File: config.mk
export PLATFORM = sky130hd
export DESIGN_NAME = ir_sirc_receiver
export DESIGN_NICKNAME = d
export VERILOG_FILES = /design/src/rtl/ir_sirc_receiver.sv
export SDC_FILE = /design/constraint.sdc
export NUM_CORES = 1
export LEC_CHECK = 0
export CAP_MARGIN = 20
export CORE_UTILIZATION = 39
export CTS_BUF_LIST = sky130_fd_sc_hd__clkbuf_4 sky130_fd_sc_hd__clkbuf_8
export CTS_CLUSTER_SIZE = 20
export DETAILED_ROUTE_END_ITERATION = 12
export HOLD_SLACK_MARGIN = 0.12
export SLEW_MARGIN = 20
export SYNTH_ARGS = -nofsm -noshare
export SYNTH_HDL_FRONTEND = slang
export SYNTH_SLANG_ARGS = --single-unit
File: constraint.sdc
create_clock -name clk -period 3.6 [get_ports clk]
set_input_delay 0.9 -clock clk [delete_from_list [all_inputs] [get_ports clk]]
set_output_delay 0.9 -clock clk [all_outputs]
set_load 0.01 [all_outputs]
File: src/rtl/ir_sirc_receiver.sv
// SIRC-12 infrared frame decoder: start burst, then 12 pulse-width coded bits, LSB first.
// Optional IR_GLITCH_FILTER_EN adds a 2-of-3 majority filter on the enable-sampled input.
module ir_sirc_receiver #(
    parameter int START_MIN = 28,
    parameter int ONE_MIN   = 12,
    parameter int ZERO_MIN  = 4,
    parameter int HIGH_MAX  = 40,
    parameter int GAP_MAX   = 16
) (
    input  logic       clk,
    input  logic       reset,
    input  logic       enable,
    input  logic       ir_in,
    output logic [6:0] command,
    output logic [4:0] address,
    output logic       valid,
    output logic       error,
    output logic       busy
);

    // state | meaning
    // IDLE  | waiting for carrier
    // START | counting the start burst
    // GAP   | counting low samples between bursts
    // BIT   | counting a data burst, classified when it ends
    localparam logic [1:0] S_IDLE  = 2'd0;
    localparam logic [1:0] S_START = 2'd1;
    localparam logic [1:0] S_GAP   = 2'd2;
    localparam logic [1:0] S_BIT   = 2'd3;

    localparam logic [5:0] START_MIN_C = 6'(START_MIN);
    localparam logic [5:0] ONE_MIN_C   = 6'(ONE_MIN);
    localparam logic [5:0] ZERO_MIN_C  = 6'(ZERO_MIN);
    localparam logic [5:0] HIGH_MAX_C  = 6'(HIGH_MAX);
    localparam logic [5:0] GAP_MAX_C   = 6'(GAP_MAX);

    logic [1:0]  sync_q, sync_d;
    logic [1:0]  state_q, state_d;
    logic [5:0]  cnt_q, cnt_d, cnt_inc;
    logic [3:0]  bit_cnt_q, bit_cnt_d;
    logic [11:0] shift_q, shift_d, frame;
    logic [6:0]  command_q, command_d;
    logic [4:0]  address_q, address_d;
    logic        valid_q, valid_d;
    logic        error_q, error_d;
    logic        sample;

    assign sync_d = {sync_q[0], ir_in};

`ifdef IR_GLITCH_FILTER_EN
    logic [2:0] hist_q, hist_d;

    always_comb begin
        hist_d = hist_q;
        if (enable) hist_d = {hist_q[1:0], sync_q[1]};
    end

    always_ff @(posedge clk or posedge reset) begin
        if (reset) hist_q <= 3'b000;
        else       hist_q <= hist_d;
    end

    assign sample = (hist_q[0] & hist_q[1]) | (hist_q[0] & hist_q[2]) | (hist_q[1] & hist_q[2]);
`else
    assign sample = sync_q[1];
`endif

    assign cnt_inc = (cnt_q == 6'd63) ? cnt_q : cnt_q + 6'd1;
    // Shift right so the first received bit ends up at frame[0].
    assign frame   = {(cnt_q >= ONE_MIN_C), shift_q[11:1]};

    always_comb begin
        state_d   = state_q;
        cnt_d     = cnt_q;
        bit_cnt_d = bit_cnt_q;
        shift_d   = shift_q;
        command_d = command_q;
        address_d = address_q;
        valid_d   = 1'b0;
        error_d   = 1'b0;
        if (enable) begin
            case (state_q)
                S_IDLE: begin
                    if (sample) begin
                        state_d   = S_START;
                        cnt_d     = 6'd1;
                        bit_cnt_d = 4'd0;
                        shift_d   = 12'd0;
                    end
                end
                S_START: begin
                    if (sample) begin
                        cnt_d = cnt_inc;
                        if (cnt_inc > HIGH_MAX_C) begin
                            error_d = 1'b1;
                            state_d = S_IDLE;
                        end
                    end else if (cnt_q >= START_MIN_C) begin
                        state_d = S_GAP;
                        cnt_d   = 6'd1;
                    end else begin
                        state_d = S_IDLE;
                    end
                end
                S_GAP: begin
                    if (!sample) begin
                        cnt_d = cnt_inc;
                        if (cnt_inc > GAP_MAX_C) begin
                            error_d = 1'b1;
                            state_d = S_IDLE;
                        end
                    end else begin
                        state_d = S_BIT;
                        cnt_d   = 6'd1;
                    end
                end
                S_BIT: begin
                    if (sample) begin
                        cnt_d = cnt_inc;
                        if (cnt_inc > HIGH_MAX_C) begin
                            error_d = 1'b1;
                            state_d = S_IDLE;
                        end
                    end else if (cnt_q < ZERO_MIN_C) begin
                        error_d = 1'b1;
                        state_d = S_IDLE;
                    end else if (bit_cnt_q == 4'd11) begin
                        shift_d   = frame;
                        command_d = frame[6:0];
                        address_d = frame[11:7];
                        valid_d   = 1'b1;
                        state_d   = S_IDLE;
                    end else begin
                        shift_d   = frame;
                        bit_cnt_d = bit_cnt_q + 4'd1;
                        state_d   = S_GAP;
                        cnt_d     = 6'd1;
                    end
                end
                default: state_d = S_IDLE;
            endcase
        end
    end

    always_ff @(posedge clk or posedge reset) begin
        if (reset) begin
            sync_q    <= 2'b00;
            state_q   <= S_IDLE;
            cnt_q     <= 6'd0;
            bit_cnt_q <= 4'd0;
            shift_q   <= 12'd0;
            command_q <= 7'd0;
            address_q <= 5'd0;
            valid_q   <= 1'b0;
            error_q   <= 1'b0;
        end else begin
            sync_q    <= sync_d;
            state_q   <= state_d;
            cnt_q     <= cnt_d;
            bit_cnt_q <= bit_cnt_d;
            shift_q   <= shift_d;
            command_q <= command_d;
            address_q <= address_d;
            valid_q   <= valid_d;
            error_q   <= error_d;
        end
    end

    assign command = command_q;
    assign address = address_q;
    assign valid   = valid_q;
    assign error   = error_q;
    assign busy    = (state_q != S_IDLE);

endmodule

Word level (Yosys, flattened, before mapping)
Cells that the tools add are included.

storage, ports and cells
  register bits = 40
  word-level logic and storage cells = 80
  output and inout port bits = 15

operators by class
  bitwise gates (word level) = 2
  mux-type cells = 41
  add/subtract/negate cells = 2
  $lt $le $gt $ge = 5
  reduce and logical (&&, ||, !) cells = 8
  equality and inequality tests = 13

operators by type and width
  kind                                                                    number
  6-bit 2-to-1 mux                                                        8
  12-bit 2-to-1 mux                                                       3
  12-bit case mux with 2 select lines                                     1
  6-bit case mux with 4 select lines                                      1
  2-bit 2-to-1 mux                                                        9
  4-bit 2-to-1 mux                                                        4
  5-bit AND reduction                                                     3
  1-bit 2-to-1 mux                                                        12
  3-bit != test (second input constant)                                   4
  2-bit != test (second input constant)                                   4
  2-bit case mux with 4 select lines                                      1
  4-bit case mux with 2 select lines                                      1
  6-bit by 1-bit adder with 6-bit output (second input constant)          1
  6-bit == test (second input constant)                                   1
  6-bit by 4-bit >= comparator with 1-bit output (second input constant)  1
  6-bit by 5-bit >= comparator with 1-bit output (second input constant)  1
  6-bit by 5-bit > comparator with 1-bit output (second input constant)   1
  6-bit > comparator (second input constant)                              1
  6-bit by 3-bit < comparator with 1-bit output (second input constant)   1
  6-bit AND reduction                                                     1
  4-bit by 1-bit adder with 4-bit output (second input constant)          1
  2-bit == test (second input constant)                                   2
  4-bit == test (second input constant)                                   1
  2-bit nonzero test                                                      2
  other kinds (5)                                                         6

Logic depth before layout (Yosys ltp)
  word-level depth = 7
  mapped depth = 8
  depth with buffers taken out = 7

Worst setup path after synthesis
Ideal clock, no wire load.

  path type = input -> register
  start point = in enable
  end point = reg address_q[0], in the netlist address[0]
  required time = 3.475 ns
  setup time = 0.125 ns
  stages = 4
  setup slack = 1.777 ns
  data arrival time = 1.698 ns
  cells stage by stage = nand4_1 -> nor2_1 -> buf_4 -> mux2_2

between the ends
  cells in the longest elaborated chain, start to end = 1

ends and longest elaborated chain
  element                        RTL line  source
  start, declared                12        input logic enable,
  5-bit AND reduction (no line)  n/a
  end signal, assigned           163       address_q <= address_d;
  end, declared                  43        logic [4:0] address_q, address_d;

Every way passes these cells.
A chain may end at the register's enable or synchronous reset.

Worst setup path after layout
  start point = reg state_q[1]
  end point = out busy

between the ends
  cells in the longest elaborated chain, start to end = 1

ends and longest elaborated chain
  element                 RTL line  source
  start, declared         38        logic [1:0] state_q, state_d;
  start signal, assigned  158       state_q <= state_d;
  2-bit nonzero test      173       assign busy = (state_q != S_IDLE);
  end, declared           18        output logic busy

Every way passes these cells.

==> impl_metrics.toml <==
[timing]
rsz0062_at_grt = "no"
relSlewSlack = 0.653
finalMaxSlewViolations = 0
finalHoldViolations = 0
period_minus_slack_ps = 2530
fin_setup_tns_ps = 0
max_freq_ghz = 0.395
setup_viol = 0
min_period_over_period = 0.703
skew_ps = 2.05
tightestPinTransition_ps = 520

[logic_synthesis]
yosysTopAreaCellShare = 0.491
ys_ff_latch = 39
synthTopCellsByArea = "dfrtp_1 49%, mux2_2 6.2%, nand2_1 5.7%"
yosysUniqueCellTypes = 48
async_flop_share = 1.00
synth_common_cells = "39 x dfrtp_1, 30 x nand2_1, 16 x o21ai_0"
yosysSeqAreaShare = 0.491
synth_ff_type = "dfrtp_1"
synth_largest_area_cell = "dfrtp_1"
synthMostInstantiatedCell = "dfrtp_1"
postSynthAreaPerCell_um2 = 10.1
synthesis.area_mm2 = 0.00199
synth_edf_count = 0
ys_warn_count = 0
synthCells = 196
synth_nets = 203

[layout]
final_nets = 217
layout-drive-gt1-share = 0.133
fillers = 472
final_util = 0.471
diodes = 0
area_growth_syn_to_layout_pct = 14.4
stdcell_count = 278

[worst_setup_path]
start_kind = "flop"
path_max_fanout = 13
startpoint = "state_q[1]$_DFFE_PP0P_"
end_kind = "primary output"
path_class = "reg -> out"
worstPathRequired_ps = 2700
r2r_setup_slack_ps = 1540
arrival_ps = 1630
reg2reg_from = "state_q[0]$_DFFE_PP0P_"

[floorplanning]
start_util = 0.412
coreArea_mm2 = 0.00482
fp-row-count = 25
io_pins = 19
die_x_um = 73.4
die_area_mm2 = 0.00538
fp.dieH_um = 73.4

[grt]
grt_pass1_vias = 1356
grt_pass1_wl_um = 6270
antenna_found_initial = 0
grt_max_degree = 40
overflow = 0
grt_usage = 0.153

[cts]
clkSlewWorstSetupHoldPaths_ps = 70
cts_resized = 0
cts-root-buf = "clkbuf_8"
h-tree-depth = 2
tritoncts = "built"
cts_hold_buf = 0
cts.sinks = 39
worstSkewPairLatency_ps = 280
cts_setup_buffers = 0
clk_path_buf_depth = 2
cts-buffers-inserted = 5

[detailed_routing]
avgViaCountPerCell = 5.25
vias = 1460
finalWirelength_um = 3660
firstDrtPassIters = 4
drc = 0
drtIter0Drc = 86
postRouteAntennaNets = 0
routedWlPerCell_um = 13.2

[status]
status = "completed"

[power]
p_per_area_mw_per_mm2 = 443
p_leak_nw = 0.999
totalPowerFinal_mw = 1.01
peakVddDrop_mv = 0.236

[placement]
numPortBuffers = 18
place_inst = 270
hpwl_um = 2490
gp_congestion = 0.817

[worst_hold_path]
min_from = "sync_q[0]$_DFF_PP0_"
hold_path.class = "reg -> reg"

[flow_run]
cap_violations = 0
## metrics by stage
stage               hold WS, ps  setup slack [ps]  instance area (µm²)
floorplan                   331              1780                 1990
global placement            333               949                 2180
detailed placement          338               922                 2180
CTS                         354              1050                 2270
global route                356              1010                 2270
finish                      353              1070                 2270
## where the power goes
group | switching [mW] | internal, mW | leakage, nW
sequential | 0.0608 | 0.470 | 0.530
combinational | 0.0971 | 0.0824 | 0.420
clock | 0.145 | 0.151 | 0.0491
## cell type report
class,count,area [µm²],share of cell area
Sequential cell,39,976,0.430
Multi-Input combinational cell,137,897,0.395
Timing Repair Buffer,21,203,0.0893
Clock buffer,7,83.8,0.0369
Tap cell,67,83.8,0.0369
Inverter,6,22.5,0.00992
Clock inverter,1,5.00,0.00220
## worst paths after layout
path / end / cells past startpoint
min in group asynchronous: shift_q[1]$_DFFE_PP0P_ / 3
worst max register to register: command[0]$_DFFE_PP0P_ / 5
worst min register to register: sync_q[1]$_DFF_PP0_ / 0
worst min-delay path: sync_q[1]$_DFF_PP0_ / 0
worst max-delay path: busy / 2
max in group asynchronous: bit_cnt_q[1]$_DFFE_PP0P_ / 3
## cell families (layout without fill, tap and decap cells)
| group | after synthesis | after routing | share of synthesized area |
|---|---|---|---|
| simple gates | 67 | 67 | 0.168 |
| fa+ha+maj | 3 | 3 | 0.0189 |
| mux | 11 | 11 | 0.0624 |
| buf+inv | 20 | 35 | 0.0567 |
| compound gates | 55 | 55 | 0.199 |
| flops | 39 | 39 | 0.491 |
| xor+xnor | 1 | 1 | 0.00441 |
## flip-flops by register name, indices dropped and copies added, names as in the netlist
register,count
shift_q,11
command,7
cnt_q,6
address,5
bit_cnt_q,4
state_q,2
sync_q,2
error,1
valid,1
## critical path, stage by stage (launching register included)
cell	delay [ps]
dfrtp_1	510
or2_2	360
clkdlybuf4s50_1	480
## routing by layer
| metal | GRT usage | wire length (µm) | vias up |
|---|---|---|---|
| met1 | 0.226 | 1900 | 692 |
| met5 | 0 | 0 | - |
| met4 | 0.0513 | 42 | 0 |
| met2 | 0.223 | 1590 | 29 |
| met3 | 0.0329 | 130 | 5 |
| li1 | - | - | 734 |
## cell usage in the layout, fill, tap and decap left out, types with 2 or more instances in the layout
cell type and n:
dfrtp_1 39, nand2_1 30, clkdlybuf4s50_1 18, o21ai_0 16, mux2_2 11, nor2_1 8, inv_1 6, nand3_1 6
a21o_1 5, clkbuf_8 5, nor3_1 4, o21ai_1 4, and2_1 3, o31ai_1 3, o41ai_1 3, and3_1 3
ha_1 3, buf_4 3, a31oi_1 2, a211oi_1 2, nor3b_1 2, nand4_1 2, a22o_1 2, nand2b_1 2
o22ai_1 2, a21oi_1 2, o31a_1 2, clkbuf_4 2
Note: power is estimated with default switching activity, not from simulation.
